[src/rtl/mem_arb_pkg.sv]
// -----------------------------------------------------------------------------
// mem_arb_pkg
//   Shared defaults and types for the memory arbiter slice.
//   - *_DEF localparams : default widths/depth used by mem_arbiter and
//                         wt_write_buffer parameter lists.
//   - BLK_LSB           : low bit of the cache-block index (16-byte blocks).
//   - arb_state_e       : arbiter FSM states.
// -----------------------------------------------------------------------------
package mem_arb_pkg;

    localparam int ADDR_W_DEF   = 10;   // byte-address width
    localparam int LINE_W_DEF   = 128;  // cache block, 4 words
    localparam int WORD_W_DEF   = 32;   // write-through word
    localparam int WB_DEPTH_DEF = 4;    // write-buffer entries

    // A block is 16 bytes, so addr[ADDR_W-1:4] names the block.
    localparam int BLK_LSB = 4;

    typedef enum logic [1:0] {
        IDLE  = 2'd0,
        RD_IC = 2'd1,
        RD_DC = 2'd2,
        DRAIN = 2'd3
    } arb_state_e;

endpackage

[src/rtl/wt_write_buffer.sv]
// -----------------------------------------------------------------------------
// wt_write_buffer
//   Write-through FIFO holding {address, word} pairs, plus a block-address
//   match against two query addresses so the arbiter can detect a read
//   that would bypass a buffered write to the same block.
//
// Ports
//   clk, rst_n             : clock, asynchronous active-low reset
//   push, push_addr/data   : enqueue request (ignored while full)
//   pop                    : dequeue oldest entry (ignored while empty)
//   query_a, query_b       : byte addresses compared by block index
//   match_a, match_b       : some valid entry shares the query's block
//   head_addr, head_data   : oldest entry
//   full, empty, count     : occupancy
// -----------------------------------------------------------------------------
module wt_write_buffer
    import mem_arb_pkg::*;
#(
    parameter int ADDR_W = ADDR_W_DEF,
    parameter int WORD_W = WORD_W_DEF,
    parameter int DEPTH  = WB_DEPTH_DEF
) (
    input  logic                         clk,
    input  logic                         rst_n,
    input  logic                         push,
    input  logic [ADDR_W-1:0]            push_addr,
    input  logic [WORD_W-1:0]            push_data,
    input  logic                         pop,
    input  logic [ADDR_W-1:0]            query_a,
    input  logic [ADDR_W-1:0]            query_b,
    output logic                         match_a,
    output logic                         match_b,
    output logic [ADDR_W-1:0]            head_addr,
    output logic [WORD_W-1:0]            head_data,
    output logic                         full,
    output logic                         empty,
    output logic [$clog2(DEPTH+1)-1:0]   count
);

    localparam int CNT_W = $clog2(DEPTH + 1);
    localparam int PTR_W = (DEPTH > 1) ? $clog2(DEPTH) : 1;

    logic [ADDR_W-1:0] addr_mem [DEPTH];
    logic [WORD_W-1:0] data_mem [DEPTH];
    logic [DEPTH-1:0]  valid;
    logic [PTR_W-1:0]  wr_ptr;
    logic [PTR_W-1:0]  rd_ptr;
    logic              push_ok;
    logic              pop_ok;

    // Wrap explicitly so a non-power-of-two depth still works.
    function automatic logic [PTR_W-1:0] ptr_inc(input logic [PTR_W-1:0] p);
        return (p == PTR_W'(DEPTH - 1)) ? '0 : p + PTR_W'(1);
    endfunction

    assign full    = (count == CNT_W'(DEPTH));
    assign empty   = (count == '0);
    assign push_ok = push & ~full;
    assign pop_ok  = pop & ~empty;

    assign head_addr = addr_mem[rd_ptr];
    assign head_data = data_mem[rd_ptr];

    always_ff @(posedge clk or negedge rst_n) begin
        if (!rst_n) begin
            wr_ptr <= '0;
            rd_ptr <= '0;
            count  <= '0;
            valid  <= '0;
            for (int i = 0; i < DEPTH; i++) begin
                addr_mem[i] <= '0;
                data_mem[i] <= '0;
            end
        end else begin
            if (push_ok) begin
                addr_mem[wr_ptr] <= push_addr;
                data_mem[wr_ptr] <= push_data;
                valid[wr_ptr]    <= 1'b1;
                wr_ptr           <= ptr_inc(wr_ptr);
            end
            // push_ok and pop_ok never target the same slot: a push needs a
            // free slot, a pop needs an occupied one.
            if (pop_ok) begin
                valid[rd_ptr] <= 1'b0;
                rd_ptr        <= ptr_inc(rd_ptr);
            end
            case ({push_ok, pop_ok})
                2'b10:   count <= count + CNT_W'(1);
                2'b01:   count <= count - CNT_W'(1);
                default: count <= count;
            endcase
        end
    end

    always_comb begin
        match_a = 1'b0;
        match_b = 1'b0;
        for (int i = 0; i < DEPTH; i++) begin
            if (valid[i] && (addr_mem[i][ADDR_W-1:BLK_LSB] == query_a[ADDR_W-1:BLK_LSB]))
                match_a = 1'b1;
            if (valid[i] && (addr_mem[i][ADDR_W-1:BLK_LSB] == query_b[ADDR_W-1:BLK_LSB]))
                match_b = 1'b1;
        end
    end

endmodule

[src/rtl/mem_arbiter.sv]
// -----------------------------------------------------------------------------
// mem_arbiter
//   Shares one memory port between an I-cache (block refills) and a D-cache
//   (block refills plus write-through words). D-cache writes are absorbed by
//   a write buffer and drained to memory in the background; reads are
//   arbitrated round-robin, but a read whose block is still sitting in the
//   buffer forces a drain first so it never returns stale data.
//
// Handshakes: a requester raises *_req with stable address/data and holds it
//   until its one-cycle *_done pulse; a request is not re-accepted in the
//   cycle its done is high. Toward memory, mem_req and its qualifiers are
//   registered, held stable until mem_ack is sampled, and mem_req drops for
//   at least one cycle between transactions.
//
// Ports
//   clk, rst_n                  : clock, asynchronous active-low reset
//   ic_req/ic_addr              : I-cache refill request
//   ic_done/ic_rdata            : refill complete pulse + block
//   dc_req/dc_we/dc_addr/dc_wdata : D-cache refill (we=0) or word write (we=1)
//   dc_done/dc_rdata            : completion/acceptance pulse + refill block
//   mem_req/mem_we/mem_addr/mem_wdata : memory request
//   mem_ack/mem_rdata           : memory completion + read block
//   dbg_state                   : current FSM state (arb_state_e encoding)
//   dbg_wb_count                : write-buffer occupancy
// -----------------------------------------------------------------------------
module mem_arbiter
    import mem_arb_pkg::*;
#(
    parameter int ADDR_W   = ADDR_W_DEF,
    parameter int LINE_W   = LINE_W_DEF,
    parameter int WORD_W   = WORD_W_DEF,
    parameter int WB_DEPTH = WB_DEPTH_DEF
) (
    input  logic                          clk,
    input  logic                          rst_n,
    input  logic                          ic_req,
    input  logic [ADDR_W-1:0]             ic_addr,
    output logic                          ic_done,
    output logic [LINE_W-1:0]             ic_rdata,
    input  logic                          dc_req,
    input  logic                          dc_we,
    input  logic [ADDR_W-1:0]             dc_addr,
    input  logic [WORD_W-1:0]             dc_wdata,
    output logic                          dc_done,
    output logic [LINE_W-1:0]             dc_rdata,
    output logic                          mem_req,
    output logic                          mem_we,
    output logic [ADDR_W-1:0]             mem_addr,
    output logic [WORD_W-1:0]             mem_wdata,
    input  logic                          mem_ack,
    input  logic [LINE_W-1:0]             mem_rdata,
    output logic [1:0]                    dbg_state,
    output logic [$clog2(WB_DEPTH+1)-1:0] dbg_wb_count
);

    localparam int CNT_W = $clog2(WB_DEPTH + 1);

    arb_state_e        state, state_next;
    logic              rr_dc, rr_dc_next;        // 1: DC wins the next contested grant
    logic              rr_flip, rr_flip_next;    // current read was a contested grant
    logic              mem_req_next, mem_we_next;
    logic [ADDR_W-1:0] mem_addr_next;
    logic [WORD_W-1:0] mem_wdata_next;
    logic              ic_done_next, dc_done_next;
    logic [LINE_W-1:0] ic_rdata_next, dc_rdata_next;

    logic              ic_pend, dc_rd_pend;
    logic              wb_push, wb_pop;
    logic              wb_full, wb_empty;
    logic              wb_match_ic, wb_match_dc;
    logic [ADDR_W-1:0] wb_head_addr;
    logic [WORD_W-1:0] wb_head_data;
    logic [CNT_W-1:0]  wb_count;
    logic              read_hit, push_hit;
    logic              go_ic, go_dc, go_drain, contested;
    logic [ADDR_W-1:0] ic_line_addr, dc_line_addr, drain_addr;

    // A request whose done is high this cycle has already been served.
    assign ic_pend    = ic_req & ~ic_done;
    assign dc_rd_pend = dc_req & ~dc_we & ~dc_done;
    assign wb_push    = dc_req & dc_we & ~dc_done & ~wb_full;

    assign ic_line_addr = {ic_addr[ADDR_W-1:BLK_LSB], {BLK_LSB{1'b0}}};
    assign dc_line_addr = {dc_addr[ADDR_W-1:BLK_LSB], {BLK_LSB{1'b0}}};
    assign drain_addr   = {wb_head_addr[ADDR_W-1:2], 2'b00};

    assign read_hit = (ic_pend & wb_match_ic) | (dc_rd_pend & wb_match_dc);
    // A write to the I-cache read's block is entering the buffer at this very
    // edge and is not yet visible to the match logic; hold the read one cycle
    // so it is seen and drained first. (A DC read cannot coincide with a push.)
    assign push_hit = wb_push & ic_pend &
                      (ic_addr[ADDR_W-1:BLK_LSB] == dc_addr[ADDR_W-1:BLK_LSB]);

    assign dbg_state    = state;
    assign dbg_wb_count = wb_count;

    wt_write_buffer #(
        .ADDR_W (ADDR_W),
        .WORD_W (WORD_W),
        .DEPTH  (WB_DEPTH)
    ) u_wb (
        .clk       (clk),
        .rst_n     (rst_n),
        .push      (wb_push),
        .push_addr (dc_addr),
        .push_data (dc_wdata),
        .pop       (wb_pop),
        .query_a   (ic_addr),
        .query_b   (dc_addr),
        .match_a   (wb_match_ic),
        .match_b   (wb_match_dc),
        .head_addr (wb_head_addr),
        .head_data (wb_head_data),
        .full      (wb_full),
        .empty     (wb_empty),
        .count     (wb_count)
    );

    // IDLE selection, in priority order.
    always_comb begin
        go_ic     = 1'b0;
        go_dc     = 1'b0;
        go_drain  = 1'b0;
        contested = 1'b0;
        if (state == IDLE) begin
            if (wb_full || read_hit) begin
                go_drain = 1'b1;
            end else if (push_hit) begin
                go_ic = 1'b0;
            end else if (ic_pend && dc_rd_pend) begin
                contested = 1'b1;
                go_dc     = rr_dc;
                go_ic     = ~rr_dc;
            end else if (ic_pend) begin
                go_ic = 1'b1;
            end else if (dc_rd_pend) begin
                go_dc = 1'b1;
            end else if (!wb_empty) begin
                go_drain = 1'b1;
            end
        end
    end

    always_comb begin
        state_next     = state;
        rr_dc_next     = rr_dc;
        rr_flip_next   = rr_flip;
        mem_req_next   = mem_req;
        mem_we_next    = mem_we;
        mem_addr_next  = mem_addr;
        mem_wdata_next = mem_wdata;
        ic_done_next   = 1'b0;
        dc_done_next   = wb_push;       // write acceptance pulses next cycle
        ic_rdata_next  = ic_rdata;
        dc_rdata_next  = dc_rdata;
        wb_pop         = 1'b0;

        case (state)
            IDLE: begin
                if (go_ic) begin
                    state_next     = RD_IC;
                    mem_req_next   = 1'b1;
                    mem_we_next    = 1'b0;
                    mem_addr_next  = ic_line_addr;
                    mem_wdata_next = '0;
                    rr_flip_next   = contested;
                end else if (go_dc) begin
                    state_next     = RD_DC;
                    mem_req_next   = 1'b1;
                    mem_we_next    = 1'b0;
                    mem_addr_next  = dc_line_addr;
                    mem_wdata_next = '0;
                    rr_flip_next   = contested;
                end else if (go_drain) begin
                    state_next     = DRAIN;
                    mem_req_next   = 1'b1;
                    mem_we_next    = 1'b1;
                    mem_addr_next  = drain_addr;
                    mem_wdata_next = wb_head_data;
                end
            end
            RD_IC: begin
                if (mem_ack) begin
                    state_next    = IDLE;
                    mem_req_next  = 1'b0;
                    ic_done_next  = 1'b1;
                    ic_rdata_next = mem_rdata;
                    // Only a grant won through arbitration moves the pointer.
                    if (rr_flip) rr_dc_next = ~rr_dc;
                    rr_flip_next  = 1'b0;
                end
            end
            RD_DC: begin
                if (mem_ack) begin
                    state_next    = IDLE;
                    mem_req_next  = 1'b0;
                    dc_done_next  = 1'b1;
                    dc_rdata_next = mem_rdata;
                    if (rr_flip) rr_dc_next = ~rr_dc;
                    rr_flip_next  = 1'b0;
                end
            end
            DRAIN: begin
                if (mem_ack) begin
                    state_next   = IDLE;
                    mem_req_next = 1'b0;
                    wb_pop       = 1'b1;
                end
            end
            default: begin
                state_next   = IDLE;
                mem_req_next = 1'b0;
            end
        endcase
    end

    always_ff @(posedge clk or negedge rst_n) begin
        if (!rst_n) begin
            state     <= IDLE;
            rr_dc     <= 1'b0;
            rr_flip   <= 1'b0;
            mem_req   <= 1'b0;
            mem_we    <= 1'b0;
            mem_addr  <= '0;
            mem_wdata <= '0;
            ic_done   <= 1'b0;
            dc_done   <= 1'b0;
            ic_rdata  <= '0;
            dc_rdata  <= '0;
        end else begin
            state     <= state_next;
            rr_dc     <= rr_dc_next;
            rr_flip   <= rr_flip_next;
            mem_req   <= mem_req_next;
            mem_we    <= mem_we_next;
            mem_addr  <= mem_addr_next;
            mem_wdata <= mem_wdata_next;
            ic_done   <= ic_done_next;
            dc_done   <= dc_done_next;
            ic_rdata  <= ic_rdata_next;
            dc_rdata  <= dc_rdata_next;
        end
    end

endmodule

[config.mk]
export PLATFORM = sky130hd
export DESIGN_NAME = mem_arbiter
export DESIGN_NICKNAME = d
export VERILOG_FILES = /design/src/rtl/mem_arb_pkg.sv /design/src/rtl/wt_write_buffer.sv /design/src/rtl/mem_arbiter.sv
export SDC_FILE = /design/constraint.sdc
export NUM_CORES = 1
export LEC_CHECK = 0
export ABC_CLOCK_PERIOD_IN_PS = 5600
export BUFFER_PORTS_ARGS = -buffer_cell sky130_fd_sc_hd__buf_4
export CORE_MARGIN = 2
export CORE_UTILIZATION = 35
export CTS_CLUSTER_SIZE = 28
export DETAILED_ROUTE_END_ITERATION = 10
export MAX_ROUTING_LAYER = met4
export PLACE_DENSITY = 0.55
export SYNTH_ARGS = -nofsm -noshare
export SYNTH_HDL_FRONTEND = slang
export SYNTH_HIERARCHICAL = 1
export SYNTH_SLANG_ARGS = --single-unit
[constraint.sdc]
create_clock -name clk -period 5.6 [get_ports clk]
set_input_delay 0.56 -clock clk [delete_from_list [all_inputs] [get_ports clk]]
set_output_delay 0.56 -clock clk [all_outputs]
set_load 0.1 [all_outputs]
# Yosys cells after proc, flatten, opt, wreduce, memory -nomap -nowiden
# Cells that the tools add are included.
dict set report word_totals {
  romBits 0
  reg_bits 485
  latch_bits 0
  out_inout_bits 307
  memories 0
  ram_bits 0
  word_cells 181
  input_bits 186
}
dict set report op_classes {
  bitwise 24
  n_lt_le_gt_ge 7
  shifts 0
  div 0
  addsub 4
  reduce_logical 26
  mux 76
  multipliers 0
  n_eq_ne 21
}
# operator n
set op_table {}
lappend op_table {{$mux 32} 6}
lappend op_table {{$bwmux 128} 1}
lappend op_table {{$bmux 32 s2} 1}
lappend op_table {{$demux 32 s2} 1}
lappend op_table {{$mux 10} 6}
lappend op_table {{$eq 6x6->1} 9}
lappend op_table {{$mux 1} 44}
lappend op_table {{$bwmux 40} 1}
lappend op_table {{$bmux 10 s2} 1}
lappend op_table {{$demux 10 s2} 1}
lappend op_table {{$and 1x1->1} 12}
lappend op_table {{$logic_and 1x1->1} 12}
lappend op_table {{$mux 2} 6}
lappend op_table {{$eq 2x2->1 const B} 5}
lappend op_table {{$mux 4} 2}
lappend op_table {{$reduce_and 2->1} 4}
lappend op_table {{$ge 3x3->1 const B} 2}
lappend op_table {{$lt 2x3->1 const B} 2}
lappend op_table {{$not 1->1} 6}
lappend op_table {{$not 2->3} 2}
lappend op_table {{$pmux 3 s2} 1}
lappend op_table {{$reduce_and 3->1} 2}
lappend op_table {{$add 2x1->2 const B} 2}
lappend op_table {{$and 4x4->4} 1}
lappend op_table {{22 further kinds} 28}

# Depth between registers and ports, before layout
dict set report depth {
  depth_word 15
  depth_mapped 13
  mapped_depth_nobuf 11
}

# Cells and area by module
# Netlist, hierarchy kept.
# mod cells_per_inst n_inst area_each_um2 seq_area_each_um2
set modules_own_cells {}
lappend modules_own_cells {mem_arbiter 708 1 11501.0 7607.3}
lappend modules_own_cells {wt_write_buffer 540 1 8682.1 4479.3}

# Least setup slack after synthesis
# No wires, ideal clock.
dict set report synth_timing {
  kind {register to register}
  from {register u_wb.count[2]}
  to {register u_wb.count[2]}
  arrival_time_ns 2.926
  path_stages_with_launch 14
  path_slack_ns 2.511
  path_buffers 2
  t_required_ns 5.438
  synth_period_minus_slack_ns 3.089
  setup_time_ns 0.162
  cell_sequence {dfrtp_1 > nor3b_2 > nand4bb_1 > inv_1 > nor2b_2 > buf_6 > buf_12 > inv_1 > ha_1 > inv_1 > fa_1 > xor2_1 > nor2_1 > xor2_1}
}
dict set report synth_via {
  elab_chain_len 6
  elab_cells_between_ends 13
  classes_between {add/sub: 2; eq/ne: 3; mux: 1; bitwise: 5; reduce/logical: 2}
}
# item line_no
set synth_rtl {}
lappend synth_rtl {{start: declaration} wt_write_buffer.sv:37} ;# output logic [$clog2(DEPTH+1)-1:0] count
lappend synth_rtl {{start signal: assignment} wt_write_buffer.sv:88} ;# 2'b10: count <= count + CNT_W'(1);
lappend synth_rtl {{start signal: assignment} wt_write_buffer.sv:89} ;# 2'b01: count <= count - CNT_W'(1);
lappend synth_rtl {{start signal: assignment} wt_write_buffer.sv:90} ;# default: count <= count;
lappend synth_rtl {{$eq 3x3->1 (*)} wt_write_buffer.sv:56} ;# assign full = (count == CNT_W'(DEPTH));
lappend synth_rtl {{via wb_full} mem_arbiter.sv:69} ;# logic wb_full, wb_empty;
lappend synth_rtl {{$not 1->1 (*)} mem_arbiter.sv:81} ;# assign wb_push = dc_req & dc_we & ~dc_done & ~wb_full;
lappend synth_rtl {{$and 1x1->1 (*)} mem_arbiter.sv:81}
lappend synth_rtl {{via wb_push} mem_arbiter.sv:68} ;# logic wb_push, wb_pop;
lappend synth_rtl {{$and 1x1->1 (*)} wt_write_buffer.sv:58} ;# assign push_ok = push & ~full;
lappend synth_rtl {{$eq 2x1->1 or $eq 2x2->1 (tied branches)} wt_write_buffer.sv:87} ;# case ({push_ok, pop_ok})
lappend synth_rtl {{$pmux 3 s2 or $reduce_bool 2->1 (tied branches)} --}
# Mark *: on every way through the listed nets, which the timed path passes. The rest lies on a longest branch.
# A chain may end at the register's enable or synchronous reset.

# Final worst setup path
dict set report layout_timing {
  from {register u_wb/addr_mem[27] in the netlist's numbering}
  to {register mem_wdata[16]}
}
dict set report layout_via {
  elab_chain_len 12
  elab_cells_between_ends 24
  classes_between {eq/ne: 2; mux: 14; bitwise: 3; reduce/logical: 5}
}
# item line_no
set layout_rtl {}
lappend layout_rtl {{start: declaration} wt_write_buffer.sv:43} ;# logic [ADDR_W-1:0] addr_mem [DEPTH];
lappend layout_rtl {{start signal: indexed assignment} wt_write_buffer.sv:76} ;# addr_mem[wr_ptr] <= push_addr;
lappend layout_rtl {{$eq 6x6->1 (*)} wt_write_buffer.sv:99} ;# if (valid[i] && (addr_mem[i][ADDR_W-1:BLK_LSB] == query_a[ADDR_W-1:BLK_LSB]))
lappend layout_rtl {{$logic_and 1x1->1 (*)} wt_write_buffer.sv:99}
lappend layout_rtl {{$mux 1 (*) (3 in series)} wt_write_buffer.sv:99}
lappend layout_rtl {{via wb_match_ic} mem_arbiter.sv:70} ;# logic wb_match_ic, wb_match_dc;
lappend layout_rtl {{$and 1x1->1 (*)} mem_arbiter.sv:87} ;# assign read_hit = (ic_pend & wb_match_ic) | (dc_rd_pend & wb_match_dc);
lappend layout_rtl {{$or 1x1->1 (*)} mem_arbiter.sv:87}
lappend layout_rtl {{$logic_or 1x1->1 (*)} mem_arbiter.sv:126} ;# if (wb_full || read_hit) begin
lappend layout_rtl {{$mux 1} mem_arbiter.sv:126}
lappend layout_rtl {{$mux 1} mem_arbiter.sv:125} ;# if (state == IDLE) begin
lappend layout_rtl {{$reduce_bool 3->1 (no source line) or $mux 32 (tied branches)} --}
lappend layout_rtl {{$reduce_and 2->1 (no source line) or $mux 32 (tied branches)} --}
lappend layout_rtl {{end signal: assignment} mem_arbiter.sv:237} ;# mem_wdata <= mem_wdata_next;
lappend layout_rtl {{end: declaration} mem_arbiter.sv:49} ;# output logic [WORD_W-1:0] mem_wdata,
# Marked as above.

==> results by group <==
Global routing
  – Global-route wire length before repair: 83200 um
  – Pin count of the biggest net entering global routing: between 150 and 200
  – Antenna violations before repair: 3
  – Vias in the first global route: 13504
  – Total track usage: between 10% and 20%
  – GRT overflow: 0

CTS
  – # H-tree levels: 2
  – CTS tree: done
  – CTS Root Cell: clkbuf_16
  – Clock slew at reported path FFs: 60 ps
  – Postcts setup bufs: 0
  – Clk sinks: around 480
  – Clock Tree Buf Depth: 3
  – CTS Buf Count: 54
  – Worst skew pair latency: between 500 and 600 ps
  – Hold buffers post-CTS: 1
  – Post-CTS resize count: 0

Timing
  – Fin crit period: 3210 ps
  – Final Skew: ~18 ps
  – Final setup vio count: 0
  – Fin. max-slew vios: 0
  – Slew @ Worst Pin: 1090 ps
  – RSZ-0062 raised after global routing: no
  – Crit share post-route: roughly 57%
  – Max Fclk: about 310 MHz
  – Slew margin rel.: a little over a quarter
  – Final TNS setup: 0 ps
  – Final hold vios: 0

Floorplanning
  – Starting density of the core: 35.3%
  – Core Region: roughly 56000 um^2
  – Die ar.: ~59000 um^2
  – Cell Rows: 87
  – Die W: 242 um
  – IO Pins: about 490
  – Die height: 242 um

Setup path
  – CP required: between 6000 and 7000 ps
  – R2r setup slk: around 2400 ps
  – Worst Setup End Kind: register
  – CP Max Fanout: 41
  – CP startpoint: u_wb/addr_mem[27]
  – Crit path arrival time: between 3000 and 4000 ps
  – Kind of critical path: register to register
  – Worst R2R Start: u_wb/addr_mem[27]
  – Startpoint type of the worst setup path: register

Cells and area
  – Fillers: just over 5000
  – Layout Nets: roughly 1900
  – Share of layout cells above drive strength 1: 60.4%
  – Register Area: 11900 um^2
  – Multi-input gate area: approximately 7400 um^2
  – Area delta synth->final: 30.9%

Detailed routing
  – Iteration-0 DRC Markers: 497
  – Vias per cell: roughly 4.8
  – Vias: between 10000 and 15000
  – Final wirelength: around 54000 um
  – Drt first pass iters: 4
  – Avg WL per Cell: about 21 um
  – DRC: 0
  – Routed Antenna Nets: 0

Hold path
  – Worst Hold Class: primary input to register
  – HP Start: mem_rdata[69]

Place
  – Dpl hpwl: 36100 um
  – GP Congestion: a little over 0.8
  – IO Port Bufs: between 400 and 500

Synthesis
  – Syn Area/Cell: 16.1 um^2
  – Syn Inst Count: around 1200
  – Post-synth design cell area: between 15000 and 20000 um^2
  – Synth warn: 6

Run
  – Max Cap Viol: 0

Status
  – Outcome: finished clean
## final timing paths
check | to | cells after the start
worst max-delay path | mem_wdata[16] | 9
worst min-delay path | ic_rdata[69] | 2
worst max register to register | mem_wdata[16] | 9
worst min register to register | mem_req | 2
max in group asynchronous | ic_rdata[47] | 3
min in group asynchronous | u_wb/data_mem[102] | 2
## layout make-up
type	count	area share (%)
multi-input cells	670	28.7
clock buffers	80	6.20
flip-flops and latches	475	45.8
inverters	13	0.188
clock inverters	20	0.848
diodes	3	0.0289
well taps	756	3.64
repair buffers	498	14.6
## critical path, cell delays in order, from the launching register on
cell and delay (ps):
dfrtp_1 450, xnor2_1 170, nand4_1 110, nor4_1 60
or4_1 600, a221oi_2 310, o21ai_1 170, o21ai_4 490
buf_4 550, a22o_1 230
## metal layers
metal	vias up	GRT usage [%]	wire [um]
met5	-	-	0
met4	0	5.46	1290
met3	80	7.00	4820
met2	383	30.0	25900
met1	6333	22.4	21800
li1	5399	-	-
## cell usage in the layout, fill, tap and decap left out, drive strengths merged
cell,n
buf,497
dfrtp,475
mux2,417
clkbuf,80
a22o,40
mux4,40
xor2,32
xnor2,26
nand2,23
inv,15
ha,14
o21ai,14
clkinv,12
nor4,10
a21oi,9
a22oi,8
nand4,8
nor2,4
bufinv,4
diode,3
nand2b,3
nor2b,3
and2,2
nor3b,2
a221oi,2
conb,2
clkinvlp,2
or4,2
a21boi,2
nand4bb,1
o211a,1
a21o,1
nand3,1
and3,1
dlygate4sd3,1
nor3,1
fa,1
## state kept, by name, indices dropped and copies added (netlist names)
| register | count |
|---|---|
| dbg_state | 2 |
| dc_done | 1 |
| dc_rdata | 128 |
| ic_done | 1 |
| ic_rdata | 128 |
| mem_addr | 8 |
| mem_req | 1 |
| mem_wdata | 32 |
| mem_we | 1 |
| rr_dc | 1 |
| rr_flip | 1 |
| u_wb/addr_mem | 32 |
| u_wb/count | 3 |
| u_wb/data_mem | 128 |
| u_wb/rd_ptr | 2 |
| u_wb/valid | 4 |
| u_wb/wr_ptr | 2 |
## through the flow
step	worst slack [ps]	instances	utilization (%)	instance area [um^2]	hold WS (ps)
2_1_floorplan	2510	1231	-	19800	264
3_3_place_gp	2140	2411	42.9	24100	460
3_5_place_dp	2110	2411	42.9	24100	470
4_1_cts	2350	2512	46.2	26000	162
5_1_grt	2150	2515	46.2	26000	175
6_report	2390	2515	46.2	26000	208
Power is not shown: default switching activity piles up to over one toggle a cycle in this logic, so the estimate is an artifact.
